[config.mk]
export PLATFORM = sky130hd
export DESIGN_NAME = rv_pipe_buf
export DESIGN_NICKNAME = d
export VERILOG_FILES = /design/src/rtl/rv_pipe_buf.sv
export SDC_FILE = /design/constraint.sdc
export NUM_CORES = 1
export LEC_CHECK = 0
export CAP_MARGIN = 20
export CORE_UTILIZATION = 40
export DETAILED_ROUTE_END_ITERATION = 10
export PLACE_DENSITY = 0.7
export SLEW_MARGIN = 15
export SYNTH_ARGS = -nofsm -noshare
export SYNTH_HDL_FRONTEND = slang
export SYNTH_SLANG_ARGS = --single-unit
[constraint.sdc]
create_clock -name i_pr_clk -period 2.5 [get_ports i_pr_clk]
set_input_delay 0.5 -clock i_pr_clk [delete_from_list [all_inputs] [get_ports i_pr_clk]]
set_output_delay 0.5 -clock i_pr_clk [all_outputs]
set_load 0.1 [all_outputs]
[src/rtl/rv_pipe_buf.sv]
// Elastic valid/ready pipeline buffer: a DEPTH-entry circular queue whose control
// field is cleared by reset/flush and whose data field is never reset.
module rv_pipe_buf #(
  parameter int CTRL_W     = 4,
  parameter int DATA_W     = 128,
  parameter int DEPTH      = 2,
  parameter int PASS_READY = 1,
  localparam int CNT_W     = $clog2(DEPTH + 1)
) (
  input  logic              i_pr_clk,
  input  logic              i_pr_rst,
  input  logic              i_pr_flush,
  input  logic              i_pr_valid,
  output logic              o_pr_ready,
  input  logic [CTRL_W-1:0] i_pr_ctrl,
  input  logic [DATA_W-1:0] i_pr_data,
  output logic              o_pr_valid,
  input  logic              i_pr_ready,
  output logic [CTRL_W-1:0] o_pr_ctrl,
  output logic [DATA_W-1:0] o_pr_data,
  output logic [CNT_W-1:0]  o_pr_count
);

  localparam int PTR_W = (DEPTH > 1) ? $clog2(DEPTH) : 1;
  localparam logic [PTR_W-1:0] LAST = PTR_W'(DEPTH - 1);
  localparam logic [CNT_W-1:0] FULL = CNT_W'(DEPTH);

  if (DEPTH < 1) begin : g_depth_check
    $error("rv_pipe_buf: DEPTH must be >= 1");
  end

  logic [CNT_W-1:0]  count_reg;
  logic [CNT_W-1:0]  count_next;
  logic [PTR_W-1:0]  rd_ptr_reg;
  logic [PTR_W-1:0]  wr_ptr_reg;
  logic [CTRL_W-1:0] ctrl_mem [DEPTH];
  logic [DATA_W-1:0] data_mem [DEPTH];
  logic              not_full;
  logic              push;
  logic              pop;

  // Pointers wrap explicitly at DEPTH-1 so non-power-of-2 depths work.
  function automatic logic [PTR_W-1:0] ptr_inc(input logic [PTR_W-1:0] p);
    return (p == LAST) ? '0 : p + PTR_W'(1);
  endfunction

  assign not_full   = (count_reg < FULL);
  assign o_pr_valid = (count_reg != '0);
  assign o_pr_ready = !i_pr_rst && !i_pr_flush &&
                      (not_full || ((PASS_READY != 0) && i_pr_ready));
  assign push       = i_pr_valid && o_pr_ready;
  assign pop        = o_pr_valid && i_pr_ready;
  assign o_pr_ctrl  = o_pr_valid ? ctrl_mem[rd_ptr_reg] : '0;
  assign o_pr_data  = data_mem[rd_ptr_reg];
  assign o_pr_count = count_reg;

  always_comb begin
    count_next = count_reg;
    case ({push, pop})
      2'b10:   count_next = count_reg + CNT_W'(1);
      2'b01:   count_next = count_reg - CNT_W'(1);
      default: count_next = count_reg;
    endcase
  end

  always_ff @(posedge i_pr_clk or posedge i_pr_rst) begin
    if (i_pr_rst) begin
      count_reg  <= '0;
      rd_ptr_reg <= '0;
      wr_ptr_reg <= '0;
    end else if (i_pr_flush) begin
      count_reg  <= '0;
      rd_ptr_reg <= '0;
      wr_ptr_reg <= '0;
    end else begin
      count_reg <= count_next;
      if (push) wr_ptr_reg <= ptr_inc(wr_ptr_reg);
      if (pop)  rd_ptr_reg <= ptr_inc(rd_ptr_reg);
    end
  end

  for (genvar gi = 0; gi < DEPTH; gi++) begin : g_entry
    logic              wen;
    logic [CTRL_W-1:0] ctrl_reg;
    logic [DATA_W-1:0] data_reg;

    assign wen = push && (wr_ptr_reg == PTR_W'(gi));

    always_ff @(posedge i_pr_clk or posedge i_pr_rst) begin
      if (i_pr_rst) begin
        ctrl_reg <= '0;
      end else if (i_pr_flush) begin
        ctrl_reg <= '0;
      end else if (wen) begin
        ctrl_reg <= i_pr_ctrl;
      end
    end

    // Payload has no reset so it can map onto plain storage.
    always_ff @(posedge i_pr_clk) begin
      if (wen) data_reg <= i_pr_data;
    end

    assign ctrl_mem[gi] = ctrl_reg;
    assign data_mem[gi] = data_reg;
  end

  always_ff @(posedge i_pr_clk) begin
    if (!i_pr_rst) begin
      assert (count_reg <= FULL) else $error("rv_pipe_buf: count above DEPTH");
      assert (!(pop && (count_reg == '0))) else $error("rv_pipe_buf: pop while empty");
      assert (!(push && !pop && (count_reg == FULL))) else $error("rv_pipe_buf: push while full");
    end
  end

endmodule
==> metrics <==
max reg flops 256; first-pass iteration count of the detailed router 6; Setup Crit Path Kind register to output pin; Synth Flop Type edfxtp_1; post-route minimum period 2.384 ns; count of different cell masters after synthesis 25; sw power 2.780 mW; share of cells above drive strength 1 42.84%; DRT iter0 DRCs 290; # clock sinks 268; Filler cells 1649; post-synthesis async set-or-reset flop share 4.478%; Final Hold Viols 0; Comb power frac 18.5%; area delta synth->final 54.61%; antenna viol nets, final 0; crit start category register; post-route insts no fill 1108; Yosys reg bits 268; Worst Skew 0.008568 ns; Post-synth top cells 256 x edfxtp_1, 128 x mux2_2, 12 x dfrtp_1; count leader, synth edfxtp_1; Total GRT Usage 16.48%; drc violations 0; Post-Synth Simple-Gate Area 1.575%; Slew HR 59.97%; Detail Placement HPWL 14.52 mm; TritonCTS clock tree yes; pwr/cell area 700.7 nW/um2; Post-CTS Hold Buffers 0; number of global-route vias before repair 5786; Final setup viols 0; mux contribution to synthesized area 16.13%; Initial Util 40.83%; Clk pwr share 34.5%; Final Max Slew Viols 0; Cell Rows 57; main combinational cell family by area after synthesis multiplexers; number of enable flip-flop cells after synthesis 256; DIE AREA 25460 um2; fmax 419.4 MHz; Pint 7.979 mW; nets 900; first-pass GRT wire length 32.65 mm; # port buffers 272; placed instance count 1057; # IOs 273; critical path data arrival time 1.88 ns; Syn Area/Cell 21.45 um2; core area 24320 um2; initial antenna violation count 2; setup ws final 0.1156 ns; clock slew at reported path FFs 0.06 ns; Reg power frac 47.0%; Pleak 5.402 nW; largest net degree at the start of global routing 64; Max-Cap Viols 0; Synth area leaders edfxtp_1 77%, mux2_2 15%, dfrtp_1 3.0%; worst slew pin tran 0.5983 ns; Sum Neg Setup Slack 0 ns; DP Worst Slack 0.1848 ns; worst endpoint required time 2.00 ns; fin crit share 95.38%; clk buf depth 3; most area-hungry cell type in the Yosys netlist edfxtp_1; Syn Nets 600; post-synthesis instance total 463; Die H 159.6 um; via/cell ratio 4.756; yosys warns 0; post-DR wirelength/cell 18.90 um; status complete, no violations; CTS root buf clkbuf_16; H-tree Lvls 1; register area share after synthesis 80.43%; RSZ-0062 raised after global routing false; Routed WL 20.94 mm; clock latency on the worst-skew pair 0.51 ns; adder and majority cell fraction of the synthesized area 0%; critical path endpoint category output pin; Peak VDD IR 0.5464 mV; Hold/Removal Path Class primary input to asynchronous set/reset pin; grt total ovfl 0; share of the synthesized area in the top cell type 77.41%; Mapped Area 9931 um2; Vias 5270; Synth Area in Compound Gates 0.4284%; Die Span X 159.6 um; Num CTS Buffers 26; GPL Wtd Cong 0.7753; Crit Path Max Fanout 25; Post-Synth XOR/XNOR Area 0.08819%; Switching Share 25.84%
## power by group through the flow
stage | logic, mW | clock network, mW | registers, mW
global placement | 1.96 | 0 | 5.14
detailed placement | 1.99 | 0 | 5.15
CTS | 2.00 | 3.82 | 5.05
finish | 1.99 | 3.72 | 5.05
global route | 2.04 | 3.99 | 5.06
floorplan | 1.12 | 0 | 5.15
## stage by stage
step	hold WS [ns]	util, %	total power [mW]	instance area (um2)
6_report	0.4907	63.13	10.76	15350
5_1_grt	0.5037	63.12	11.09	15350
4_1_cts	0.4749	63.11	10.87	15350
3_5_place_dp	0.6245	59.63	7.137	14500
3_3_place_gp	0.6234	59.63	7.108	14500
2_1_floorplan	0.3729	-	6.268	9941
## critical path, stage by stage, from the launching register on
cell and delay (ns):
dfrtp_4 0.50, buf_6 0.28, mux2_2 0.41, buf_12 0.17
## repair_timing
action,CTS,global route
endpoints found under the setup margin,72,0
gates resized for setup,2,0
setup buffers,2,0
## layout by cell type, fill, tap and decap left out, types with 2 or more instances in the layout
master,count
clkinvlp_4,3
clkbuf_1,4
nor2b_1,9
and4_4,2
clkinv_1,7
mux2i_1,4
clkdlybuf4s50_1,136
nor2_2,4
clkbuf_16,27
edfxtp_1,256
o21ai_0,3
bufinv_16,2
dfrtp_1,11
buf_4,12
clkinv_2,4
buf_12,140
mux2_2,128
inv_1,4
or4b_1,2
diode_2,2
nor2_1,3
mux2_4,8
## path summary, 6_finish.rpt
check	slack, ns	depth (start not counted)	from	to
min in group i_pr_clk	0.56	1	i_pr_data[74]	g_entry[0].data_reg[74]
hold / removal	0.49	3	i_pr_rst	g_entry[0].ctrl_reg[1]
max in group asynchronous	1.83	3	i_pr_rst	rd_ptr_reg
hold reg to reg	0.65	2	g_entry[1].ctrl_reg[2]	g_entry[1].ctrl_reg[2]
setup reg to reg	0.80	4	o_pr_count[1]	g_entry[0].ctrl_reg[2]
setup / recovery	0.12	3	rd_ptr_reg	o_pr_data[19]
## area by class of cell
type	count	area, um2	share of cell area [%]
Sequential cell	268	7991	52.05
Timing Repair Buffer	290	4293	27.96
Multi-Input combinational cell	173	1824	11.88
Clock buffer	31	690.7	4.498
Tap cell	324	405.4	2.640
Clock inverter	16	128.9	0.8394
Inverter	4	15.01	0.09779
Antenna cell	2	5.005	0.03260
## logic make-up (layout without fill, tap and decap cells)
kind of cell	Yosys count	after routing
AOI/OAI and AO/OA	7	7
buffers and inverters	22	341
other	0	2
DFF	268	268
xor gates and xnor gates	1	1
and+or+nand+nor	25	25
muxes	140	140
## layer usage
layer,share of wire (%),vias up,GRT usage (%)
met2,52,205,29.18
met5,0,-,0
met3,7.6,31,4.767
met4,1.9,0,4.021
li1,-,2422,-
met1,38,2612,19.68
(Power assumes the default switching activity.)
